`src/rtl/md_issue_ctrl_pkg.sv`:
```
// Shared HI/LO constants: op codes, mf read selects and unit latencies.
// The multiply/divide unit and its pipeline-side requester both import this.
package md_issue_ctrl_pkg;

    typedef enum logic [2:0] {
        HILO_NONE  = 3'd0,
        HILO_MULT  = 3'd1,
        HILO_MULTU = 3'd2,
        HILO_DIV   = 3'd3,
        HILO_DIVU  = 3'd4,
        HILO_MTHI  = 3'd5,
        HILO_MTLO  = 3'd6
    } hilo_op_e;

    localparam logic [1:0] MF_NONE = 2'd0;
    localparam logic [1:0] MF_LO   = 2'd1;
    localparam logic [1:0] MF_HI   = 2'd2;

    localparam int MUL_LAT_DEF = 5;
    localparam int DIV_LAT_DEF = 10;
    localparam int REM_W       = 4;

    function automatic logic hilo_is_mul(input logic [2:0] op);
        return (op == HILO_MULT) || (op == HILO_MULTU);
    endfunction

    function automatic logic hilo_is_div(input logic [2:0] op);
        return (op == HILO_DIV) || (op == HILO_DIVU);
    endfunction

    // Any real op; code 7 falls through as none.
    function automatic logic hilo_is_op(input logic [2:0] op);
        return hilo_is_mul(op) || hilo_is_div(op) ||
               (op == HILO_MTHI) || (op == HILO_MTLO);
    endfunction

endpackage

```
`src/rtl/md_proto_mon.sv`:
```
// Shadow latency counter that checks the unit's busy protocol cycle-exactly.
// Ports: clk, reset, md_op (issued op), md_busy; rem_nz (run), proto_err (sticky).
module md_proto_mon
    import md_issue_ctrl_pkg::*;
#(
    parameter int MUL_LAT = MUL_LAT_DEF,
    parameter int DIV_LAT = DIV_LAT_DEF
) (
    input  logic       clk,
    input  logic       reset,
    input  logic [2:0] md_op,
    input  logic       md_busy,
    output logic       rem_nz,
    output logic       proto_err
);

    logic [REM_W-1:0] rem;
    logic             issued_q;
    logic             is_mul;
    logic             is_div;
    logic             early;
    logic             late;
    logic             into;

    always_comb begin
        is_mul = hilo_is_mul(md_op);
        is_div = hilo_is_div(md_op);
        rem_nz = (rem != '0);
        early  = rem_nz && !md_busy;
        // issued_q also waives the first edge after reset.
        late   = !rem_nz && md_busy && !issued_q;
        into   = hilo_is_op(md_op) && (rem_nz || md_busy);
    end

    always_ff @(posedge clk) begin
        if (reset) begin
            rem       <= '0;
            issued_q  <= 1'b1;
            proto_err <= 1'b0;
        end else begin
            if (early || late || into)
                proto_err <= 1'b1;
            issued_q <= is_mul || is_div;
            if (!rem_nz && is_mul)
                rem <= REM_W'(MUL_LAT);
            else if (!rem_nz && is_div)
                rem <= REM_W'(DIV_LAT);
            else if (rem_nz)
                rem <= rem - 1'b1;
        end
    end

endmodule

```
`src/rtl/md_issue_ctrl.sv`:
```
// Pipeline-side requester for the HI/LO multiply/divide unit.
// Ports: E-stage op in, md_op out, stall_d, mf read mux, proto_err, stall_cnt.
module md_issue_ctrl
    import md_issue_ctrl_pkg::*;
#(
    parameter int MUL_LAT = MUL_LAT_DEF,
    parameter int DIV_LAT = DIV_LAT_DEF,
    parameter int CNT_W   = 32
) (
    input  logic             clk,
    input  logic             reset,
    input  logic             d_md_use,
    input  logic             e_valid,
    input  logic [2:0]       e_op,
    input  logic [1:0]       e_mf_sel,
    input  logic             md_busy,
    input  logic             md_start,
    input  logic [31:0]      md_hi,
    input  logic [31:0]      md_lo,
    output logic [2:0]       md_op,
    output logic             stall_d,
    output logic [31:0]      e_md_rdata,
    output logic             proto_err,
    output logic [CNT_W-1:0] stall_cnt
);

    logic rem_nz;

    md_proto_mon #(
        .MUL_LAT (MUL_LAT),
        .DIV_LAT (DIV_LAT)
    ) u_mon (
        .clk       (clk),
        .reset     (reset),
        .md_op     (md_op),
        .md_busy   (md_busy),
        .rem_nz    (rem_nz),
        .proto_err (proto_err)
    );

    always_comb begin
        md_op = (e_valid && !reset) ? e_op : HILO_NONE;
        // rem_nz holds the stall even if busy drops early.
        stall_d = !reset && d_md_use &&
                  (md_start || md_busy || rem_nz);
        case (e_mf_sel)
            MF_HI:   e_md_rdata = md_hi;
            MF_LO:   e_md_rdata = md_lo;
            default: e_md_rdata = '0;
        endcase
    end

    always_ff @(posedge clk) begin
        if (reset)
            stall_cnt <= '0;
        else if (stall_d && (stall_cnt != '1))
            stall_cnt <= stall_cnt + 1'b1;
    end

endmodule

```
`config.mk`:
```
export PLATFORM = sky130hd
export DESIGN_NAME = md_issue_ctrl
export DESIGN_NICKNAME = d
export VERILOG_FILES = /design/src/rtl/md_issue_ctrl_pkg.sv /design/src/rtl/md_proto_mon.sv /design/src/rtl/md_issue_ctrl.sv
export SDC_FILE = /design/constraint.sdc
export NUM_CORES = 1
export LEC_CHECK = 0
export ABC_CLOCK_PERIOD_IN_PS = 3070
export BUFFER_PORTS_ARGS = -buffer_cell sky130_fd_sc_hd__clkbuf_2
export CELL_PAD_IN_SITES_DETAIL_PLACEMENT = 0
export CELL_PAD_IN_SITES_GLOBAL_PLACEMENT = 1
export CORE_MARGIN = 3
export CORE_UTILIZATION = 31
export CTS_BUF_LIST = sky130_fd_sc_hd__clkbuf_4 sky130_fd_sc_hd__clkbuf_8
export CTS_CLUSTER_DIAMETER = 100
export DETAILED_ROUTE_END_ITERATION = 10
export HOLD_SLACK_MARGIN = 0.02
export PLACE_DENSITY = 0.8
export SLEW_MARGIN = 25
export SYNTH_ARGS = -nofsm -noshare
export SYNTH_HDL_FRONTEND = slang
export SYNTH_HIERARCHICAL = 1
export SYNTH_SLANG_ARGS = --single-unit
```
`constraint.sdc`:
```
create_clock -name clk -period 3.07 [get_ports clk]
set_input_delay 0.614 -clock clk [delete_from_list [all_inputs] [get_ports clk]]
set_output_delay 0.614 -clock clk [all_outputs]
set_load 0.005 [all_outputs]
```
==> flow_summary.yaml, run 1 <==
clock_network:
  clkSinkCount: 38
  cts-root-buf: "clkbuf_8"
  h-tree-depth: 2
  tritoncts: "done"
  cts_setup_buffers: 0
  cts_resized: 0
  cts.path.max_buffers: 2
  path_clk_slew_ns: 0.08
  cts_hold_buf: 0
  numCtsBuffers: 5
  clkLatencyLatePin_ns: 0.29
floorplan:
  die_x_um: 96.3
  core_region_area_um2: 7810
  io_pins: 144
  rows: 32
  start_util_pct: 32.4
  die_area_um2: 9270
  die_height_um: 96.3
route:
  drc: 0
  ant_nets: 0
  dr_total_vias: 2974
  first_pass_iters: 4
  routedWlPerCell_um: 15.6
  drt_iter0_markers: 223
  drt_wl_total_mm: 8.63
  viasPerCell: 5.38
worst_setup_path:
  cp_max_fo: 16
  crit_path_end_kind: "flop"
  worstSetupPathType: "flop to flop"
  crit_path_start_kind: "flop"
  arrival_ns: 2.90
  crit_required_ns: 3.29
sta:
  worst_slew_pin_slew_ns: 0.631
  worst_slack_ns: 0.390
  drv_slew: 0
  rsz0062_at_grt: "false"
  slew_headroom_pct: 57.9
  min_period_over_period_pct: 87.3
  finalSetupTns_ns: 0
  setup_viol: 0
  fmax_mhz: 373
  hold_viol_final: 0
  skew_ns: 0.00655
  fin_crit_ns: 2.68
place:
  place_ws_ns: 0.423
  place_area_um2: 3310
  numPortBuffers: 143
  gp_congestion: 0.802
  place_hpwl_mm: 6.51
layout:
  area_delta_synth_final_pct: 34.4
  final_area_um2: 3390
  antenna_cells: 0
  fin_util_pct: 43.5
  drive_gt1_share_pct: 37.3
  num-fill-cells: 836
  finalNetCount: 532
yosys:
  avgSynthCellArea_um2: 7.97
  yosys-top-cells-area: "dfxtp_1 30%, a22oi_1 9.5%, a21oi_1 5.9%"
  ys_types: 48
  yosysSeqAreaShare_pct: 30.1
  synth_top_flop_cell: "dfxtp_1"
  syn_inst: 317
  synth_edf_count: 0
  async_reset_ff_share_pct: 0
  synth_top_cell_area_share_pct: 30.1
  syn-num-nets: 397
  ys_ff_latch: 38
  yosysWarnings: 6
  yosysTopAreaCell: "dfxtp_1"
  syn-cell-area_um2: 2530
pwr:
  p_comb_share_pct: 28.4
  peakVddDrop_v: 0.000281
  p_int_mw: 0.874
  p_sw_share_pct: 30.5
  pwr-share-seq_pct: 44.4
  leakagePower_nw: 1.43
  power_switching_mw: 0.384
  power_density_nw_per_um2: 371
  clkPwrFrac_pct: 27.3
job:
  cap_violations: 0
global_routing:
  grt_max_degree: 41
  grt_pass1_vias: 2696
  overflow: 0
  grt_pass1_wl_mm: 13.5
  antenna_found_initial: 0
  grt_usage_pct: 18.3
outcome:
  status: "complete, no violations"
worst_hold_path:
  hold_class: "flop to flop"
[logic make-up after synthesis]
| kind of cell | synth area share [%] |
|---|---|
| flops | 30.1 |
| fa+ha+maj | 2.48 |
| xor+xnor | 1.04 |
| mux | 1.29 |
| simple gates | 30.8 |
| buf+inv | 5.84 |
| compound gates | 28.4 |
[cell type report]
| cell class | count | area, µm² | share of cell area [%] |
|---|---|---|---|
| clock buffer | 6 | 82.6 | 2.43 |
| inverter | 10 | 37.5 | 1.11 |
| multi-input combinational | 247 | 1620 | 47.7 |
| sequential | 38 | 761 | 22.4 |
| tap | 102 | 128 | 3.76 |
| timing repair buffer | 150 | 768 | 22.6 |
[sequential cells by signal, indices dropped and copies added (netlist names)]
name	count
stall_cnt	32
u_mon/rem	4
u_mon/issued_q	1
u_mon/proto_err	1
[cells in the mapped netlist (3+ instances only)]
| master | count |
|---|---|
| ha_1 | 5 |
| buf_2 | 4 |
| nor2_1 | 36 |
| nand3_1 | 9 |
| o31ai_1 | 20 |
| and4_1 | 6 |
| nor4b_1 | 3 |
| o221ai_1 | 3 |
| a22oi_1 | 32 |
| a21oi_1 | 30 |
| nand2_1 | 14 |
| nand4_1 | 10 |
| buf_6 | 3 |
| and2_1 | 5 |
| o21ai_0 | 7 |
| nor3_1 | 5 |
| clkbuf_1 | 13 |
| or3_1 | 9 |
| inv_1 | 10 |
| or4_1 | 20 |
| dfxtp_1 | 38 |
[path summary, 6_finish.rpt]
kind / depth (start not counted) / end / startpoint / slack, ns
hold reg to reg: 2 / u_mon/proto_err / u_mon/proto_err / 0.49
setup / recovery: 9 / stall_cnt[22] / u_mon/rem[0] / 0.39
hold / removal: 2 / u_mon/proto_err / u_mon/proto_err / 0.49
setup reg to reg: 9 / stall_cnt[22] / u_mon/rem[0] / 0.39
[metrics by stage]
stage	power, mW	hold WS [ns]	std cells
floorplan	0.793	0.446	317
global placement	0.913	0.465	547
detailed placement	0.923	0.475	547
CTS	1.27	0.496	553
global route	1.33	0.522	553
finish	1.26	0.485	553
[worst max-delay path: stages (launching register included)]
cell	delay, ns
dfxtp_1	0.41
inv_1	0.09
ha_1	0.21
nor3b_2	0.17
inv_1	0.13
nor3_1	0.11
nor2_2	0.25
nand3_1	0.47
or4_1	0.62
a21oi_1	0.15
[per-layer routing]
metal	global-route usage (%)	routed length (µm)	vias to the layer above
met5	0	0	-
met1	25.1	4060	1408
met2	30.1	4160	63
met4	4.15	89	0
li1	-	-	1495
met3	2.97	325	8
[cell usage in the layout (no fill, tap or decap), types with 9 or more instances in the layout]
cell	count
a21oi_1	30
a22oi_1	32
clkbuf_2	143
dfxtp_1	38
inv_1	10
nand2_1	14
nand3_1	9
nand4_1	10
nor2_1	36
o31ai_1	20
or3_1	9
or4_1	20
[power by group through the flow]
stage	sequential (mW)	clock [mW]	combinational, mW
finish	0.558	0.343	0.357
global route	0.563	0.373	0.394
CTS	0.558	0.353	0.358
detailed placement	0.569	0	0.355
global placement	0.568	0	0.345
floorplan	0.562	0	0.231
Power figures use the tool's default switching activity.
==> run 2: changes to the inputs <==
- ABC_AREA: default -> 1
- GPL_TIMING_DRIVEN: default -> 0
- PLACE_DENSITY: 0.8 -> 0.81
==> flow_summary.yaml, run 2 <==
outcome:
  status: "complete, no violations"
yosys:
  ys_ff_latch: 38
  syn-cell-area_um2: 2970
  synth_top_cell_area_share_pct: 25.7
  synth_edf_count: 0
  ys_types: 26
  ys_top_cells_by_count: "184 x nand2_1, 84 x nor2_1, 59 x a21oi_1, 57 x inv_1, 38 x dfxtp_1"
  yosysWarnings: 6
  async_reset_ff_share_pct: 0
  syn-num-nets: 600
  yosysSeqAreaShare_pct: 25.7
  syn_inst: 520
  synth_top_flop_cell: "dfxtp_1"
  avgSynthCellArea_um2: 5.70
  synth.most_common_cell: "nand2_1"
  yosys-top-cells-area: "dfxtp_1 26%, nand2_1 23%, nor2_1 11%"
  yosysTopAreaCell: "dfxtp_1"
worst_setup_path:
  cp_slowest_cell: "clkbuf_1"
  crit_buf_inv: 4
  cpLargestDelayFamily: "buffers and inverters"
  crit_path_end_kind: "primary output"
  slowest_delay_ns: 0.34
  arrival_ns: 1.77
  critPathMostFrequentCell: "clkbuf_2"
  crit_path_start_kind: "input port"
  crit_required_ns: 2.46
  worstSetupPathType: "input port to primary output"
  reg2reg_from: "u_mon/rem[0]"
  cp_max_fo: 10
  critPathLaunch: "e_mf_sel[0]"
  path_cells: "clkbuf_2 -> inv_1 -> ha_1 -> clkbuf_1 -> nand2_1 -> a21oi_1 -> clkbuf_2"
floorplan:
  rows: 35
  io_pins: 144
  die_height_um: 104
  die_area_um2: 10800
  start_util_pct: 31.9
  core_region_area_um2: 9280
  die_x_um: 104
layout:
  layout_common_cells: "184 x nand2_1, 143 x clkbuf_2, 84 x nor2_1"
  final_common_cell: "nand2_1"
  reg_top3: "stall_cnt (32), u_mon/rem (4)"
  area_delta_synth_final_pct: 32.8
  antenna_cells: 0
  largest_register: "stall_cnt"
  final-seq-area_um2: 761
  fin_util_pct: 42.4
  stdcell_count: 800
  num-fill-cells: 1059
  drive_gt1_share_pct: 28.3
  largest_reg_flops: 32
  finalNetCount: 750
  multi_input_area_um2: 1880
route:
  ant_nets: 0
  drc: 0
  routedWlPerCell_um: 12.7
  dr_total_vias: 3660
  drt_iter0_markers: 254
  viasPerCell: 4.58
  first_pass_iters: 4
  drt_wl_total_mm: 10.2
sta:
  finalSetupTns_ns: 0
  setup_viol: 0
  min_period_over_period_pct: 77.5
  whs_ns: 0.514
  worst_slew_pin_slew_ns: 0.456
  fin_crit_ns: 2.38
  fmax_mhz: 420
  worst_slack_ns: 0.690
  skew_ns: 0.0102
  rsz0062_at_grt: "false"
  drv_slew: 0
  slew_headroom_pct: 69.6
  hold_viol_final: 0
pwr:
  p_sw_share_pct: 34.5
  peakVddDrop_v: 0.000381
  clkPwrFrac_pct: 28.2
  power_switching_mw: 0.471
  leakagePower_nw: 1.96
  pwr-share-seq_pct: 41.1
  p_int_mw: 0.895
  power_density_nw_per_um2: 347
  p_comb_share_pct: 30.7
clock_network:
  tritoncts: "done"
  cts_resized: 0
  clkSinkCount: 38
  numCtsBuffers: 5
  h-tree-depth: 2
  cts-root-buf: "clkbuf_8"
  clkLatencyLatePin_ns: 0.30
  path_clk_slew_ns: 0.08
  cts.path.max_buffers: 2
  cts_hold_buf: 0
  cts_setup_buffers: 0
job:
  cap_violations: 0
worst_hold_path:
  hold_class: "flop to flop"
  min-delay-start: "stall_cnt[3]"
global_routing:
  grt_pass1_vias: 3431
  overflow: 0
  antenna_found_initial: 0
  grt_max_degree: 12
  grt_pass1_wl_mm: 16.8
  grt_usage_pct: 18.7
place:
  gp_congestion: 0.844
  placed_cells: 792
  place_hpwl_mm: 8.33
  place_ws_ns: 0.653
  numPortBuffers: 143
run 2: worst min-delay path, delay by kind of cell (launching register included):
family          cells  cell delay [ns]
flops               1             0.34
compound gates      1             0.06
simple gates        1             0.07
run 2: layer usage:
layer / up-vias / GRT usage [%] / wire length, µm
li1: 1915 / - / -
met1: 1627 / 22.7 / 4440
met3: 6 / 3.99 / 630
met4: 0 / 3.13 / 74
met5: - / 0 / 0
met2: 112 / 34.4 / 5020
run 2: power groups by stage:
stage	combinational (mW)	clock (mW)	sequential, mW
after global routing	0.486	0.420	0.568
after detailed placement	0.423	0	0.573
after floorplan	0.284	0	0.568
final	0.419	0.386	0.561
after global placement	0.416	0	0.571
after CTS	0.425	0.393	0.562
run 2: stage by stage:
step,cell area (µm²),power [mW]
floorplan,2970,0.851
global placement,3840,0.987
detailed placement,3840,0.996
CTS,3940,1.38
global route,3940,1.47
finish,3940,1.37
run 2: path summary, 6_finish.rpt:
kind               endpoint  slack [ns]  depth (start not counted)
max          e_md_rdata[31]        0.69                          7
min            stall_cnt[3]        0.51                          2
max reg2reg   stall_cnt[18]        1.07                         12
min reg2reg    stall_cnt[3]        0.51                          2
run 2: layout make-up:
cell class                 count  share of cell area [%]
clock inverter                 1                   0.127
clock buffer                   7                    2.29
tap                          129                    4.10
multi-input combinational    406                    47.7
sequential                    38                    19.3
inverter                      61                    5.88
timing repair buffer         143                    18.2
buffer                        15                    2.38
run 2: kinds of logic (layout without fill, tap and decap cells):
| kind of cell | Yosys count | count (layout) | synth area share, % |
|---|---|---|---|
| adders and majority gates | 5 | 5 | 2.11 |
| DFF | 38 | 38 | 25.7 |
| xor gates and xnor gates | 6 | 6 | 1.77 |
| AOI/OAI and AO/OA | 68 | 68 | 11.9 |
| and+or+nand+nor | 327 | 327 | 47.6 |
| buffers and inverters | 76 | 227 | 11.0 |
==> run 3: changes to the inputs <==
- ABC_AREA: 1 -> 0
- ABC_CLOCK_PERIOD_IN_PS: 3070 -> 2200
- PLACE_DENSITY: 0.81 -> 0.8
- clock period: 3.07 -> 2.2 ns (I/O delays scaled with it)
==> flow_summary.yaml, run 3 (synthesis gave the netlist of run 1 again) <==
outcome:
  status: "complete, no violations"
place:
  gp_congestion: 0.772
  place_hpwl_mm: 6.86
  numPortBuffers: 143
floorplan:
  start_util_pct: 32.4
  die_area_um2: 9270
  die_x_um: 96.3
  rows: 32
  core_region_area_um2: 7810
  io_pins: 144
  die_height_um: 96.3
worst_setup_path:
  worstSetupPathType: "flop to flop"
  slowest_delay_ns: 0.51
  crit_path_end_kind: "flop"
  crit_path_start_kind: "flop"
  cp_slowest_cell: "or4_4"
  cp_max_fo: 5
  path_cells: "inv_4 -> ha_4 -> nor3b_4 -> inv_2 -> nor3_4 -> nor4_4 -> nand3_2 -> buf_6 -> or4_4 -> a21oi_2"
  crit_required_ns: 2.43
  arrival_ns: 2.41
  crit_buf_inv: 3
  cpLargestDelayFamily: "simple AND/OR/NAND/NOR gates"
pwr:
  peakVddDrop_v: 0.000278
  total_power_mw: 1.95
  leakagePower_nw: 1.57
  power_density_nw_per_um2: 515
layout:
  antenna_cells: 0
  largest_reg_flops: 32
  layout_common_cells: "147 x clkbuf_2, 36 x nor2_1, 32 x a22oi_1, 32 x dfxtp_1, 23 x a21oi_1"
  final_common_cell: "clkbuf_2"
  fin_util_pct: 48.3
  drive_gt1_share_pct: 46.3
  finalNetCount: 559
  reg_top3: "stall_cnt (32), u_mon/rem (4)"
  largest_register: "stall_cnt"
  area_delta_synth_final_pct: 49.4
  num-fill-cells: 801
sta:
  drv_slew: 0
  fin_crit_ns: 2.18
  rsz0062_at_grt: "true"
  hold_viol_final: 0
  worst_slew_pin_slew_ns: 0.625
  slew_headroom_pct: 58.3
  skew_ns: 0.00709
  fmax_mhz: 459
  setup_viol: 0
  min_period_over_period_pct: 99.0
clock_network:
  numCtsBuffers: 5
  cts-root-buf: "clkbuf_8"
  tritoncts: "done"
  clkLatencyLatePin_ns: 0.30
  path_clk_slew_ns: 0.07
  cts_hold_buf: 0
  h-tree-depth: 2
  clkSinkCount: 38
  cts.path.max_buffers: 2
route:
  drt_iter0_markers: 115
  ant_nets: 0
  met1Wirelength_mm: 4.03
  viasPerCell: 5.35
  routedWlPerCell_um: 15.7
  met3_length_um: 345
  first_pass_iters: 5
  dr_total_vias: 3114
  routed.top_layer: "met4"
  wl_met2_mm: 4.74
  drc: 0
  drt_wl_total_mm: 9.17
job:
  cap_violations: 0
global_routing:
  grt_max_degree: 12
  grt_usage_pct: 18.8
  grt_pass1_vias: 2744
  grt_pass1_wl_mm: 13.8
  antenna_found_initial: 0
  overflow: 0
worst_hold_path:
  hold_class: "input port to flop"
run 3: cell count changes in the layout (fill, tap and decap cells not counted), moves of 8 or more:
cell and change:
o31ai_1 +12, nand3_1 -18, buf_4 +8, or3_1 +9
a21oi_1 -36, a22oi_1 +32, nor2_1 -48, nand2_1 -170
or4_1 +14, inv_1 -50
run 3: worst paths after layout:
| check | startpoint | to | slack, ns | cells past startpoint |
|---|---|---|---|---|
| worst min register to register | u_mon/proto_err | u_mon/proto_err | 0.48 | 2 |
| worst max register to register | u_mon/rem[0] | stall_cnt[25] | 0.02 | 10 |
| worst min-delay path | reset | u_mon/rem[0] | 0.43 | 2 |
| worst max-delay path | u_mon/rem[0] | stall_cnt[25] | 0.02 | 10 |
run 3: what timing repair did:
action                     4_1_cts  5_1_grt
pin swaps                        8       25
setup buffers                   10        3
cloned                           1        0
setup endpoints to repair       23       31
gates resized for setup         10       55
run 3: through the flow:
stage | setup slack [ns] | TNS, ns | cell area (µm²) | hold WS [ns] | std cells
2_1_floorplan | 0.0231 | 0 | 2530 | 0.434 | 317
3_3_place_gp | -0.274 | -2.89 | 3380 | 0.469 | 562
3_5_place_dp | -0.267 | -3.09 | 3380 | 0.468 | 562
4_1_cts | -0.00461 | -0.00461 | 3590 | 0.428 | 581
5_1_grt | -0.0928 | -0.496 | 3770 | 0.452 | 582
6_report | 0.0215 | 0 | 3770 | 0.432 | 582
run 3: power breakdown:
group	internal (mW)	switching, mW
Combinational	0.333	0.298
Sequential	0.739	0.0509
Clock	0.266	0.259
Total	1.34	0.608
run 3: layer usage:
| metal | GRT usage [%] | up-vias |
|---|---|---|
| met4 | 4.15 | 0 |
| met1 | 25.0 | 1489 |
| met3 | 3.28 | 7 |
| met5 | 0 | - |
| met2 | 31.4 | 70 |
| li1 | - | 1548 |
run 3: cell type report:
type	count	area [µm²]	area share [%]
clock inverter	1	5.00	0.133
buffer	22	138	3.65
multi-input combinational	247	1790	47.4
tap	102	128	3.38
clock buffer	7	90.1	2.39
timing repair buffer	155	813	21.5
inverter	10	42.5	1.13
sequential	38	771	20.4
run 3: worst register-to-register path, delay by kind of cell, from the launching register on:
| family | cells | cell delay (ns) |
|---|---|---|
| AND/OR/NAND/NOR | 5 | 1.20 |
| AO/OA/AOI/OAI | 1 | 0.12 |
| adder cells (fa/ha/maj) | 1 | 0.15 |
| flip-flops | 1 | 0.36 |
| buffers and inverters | 3 | 0.29 |
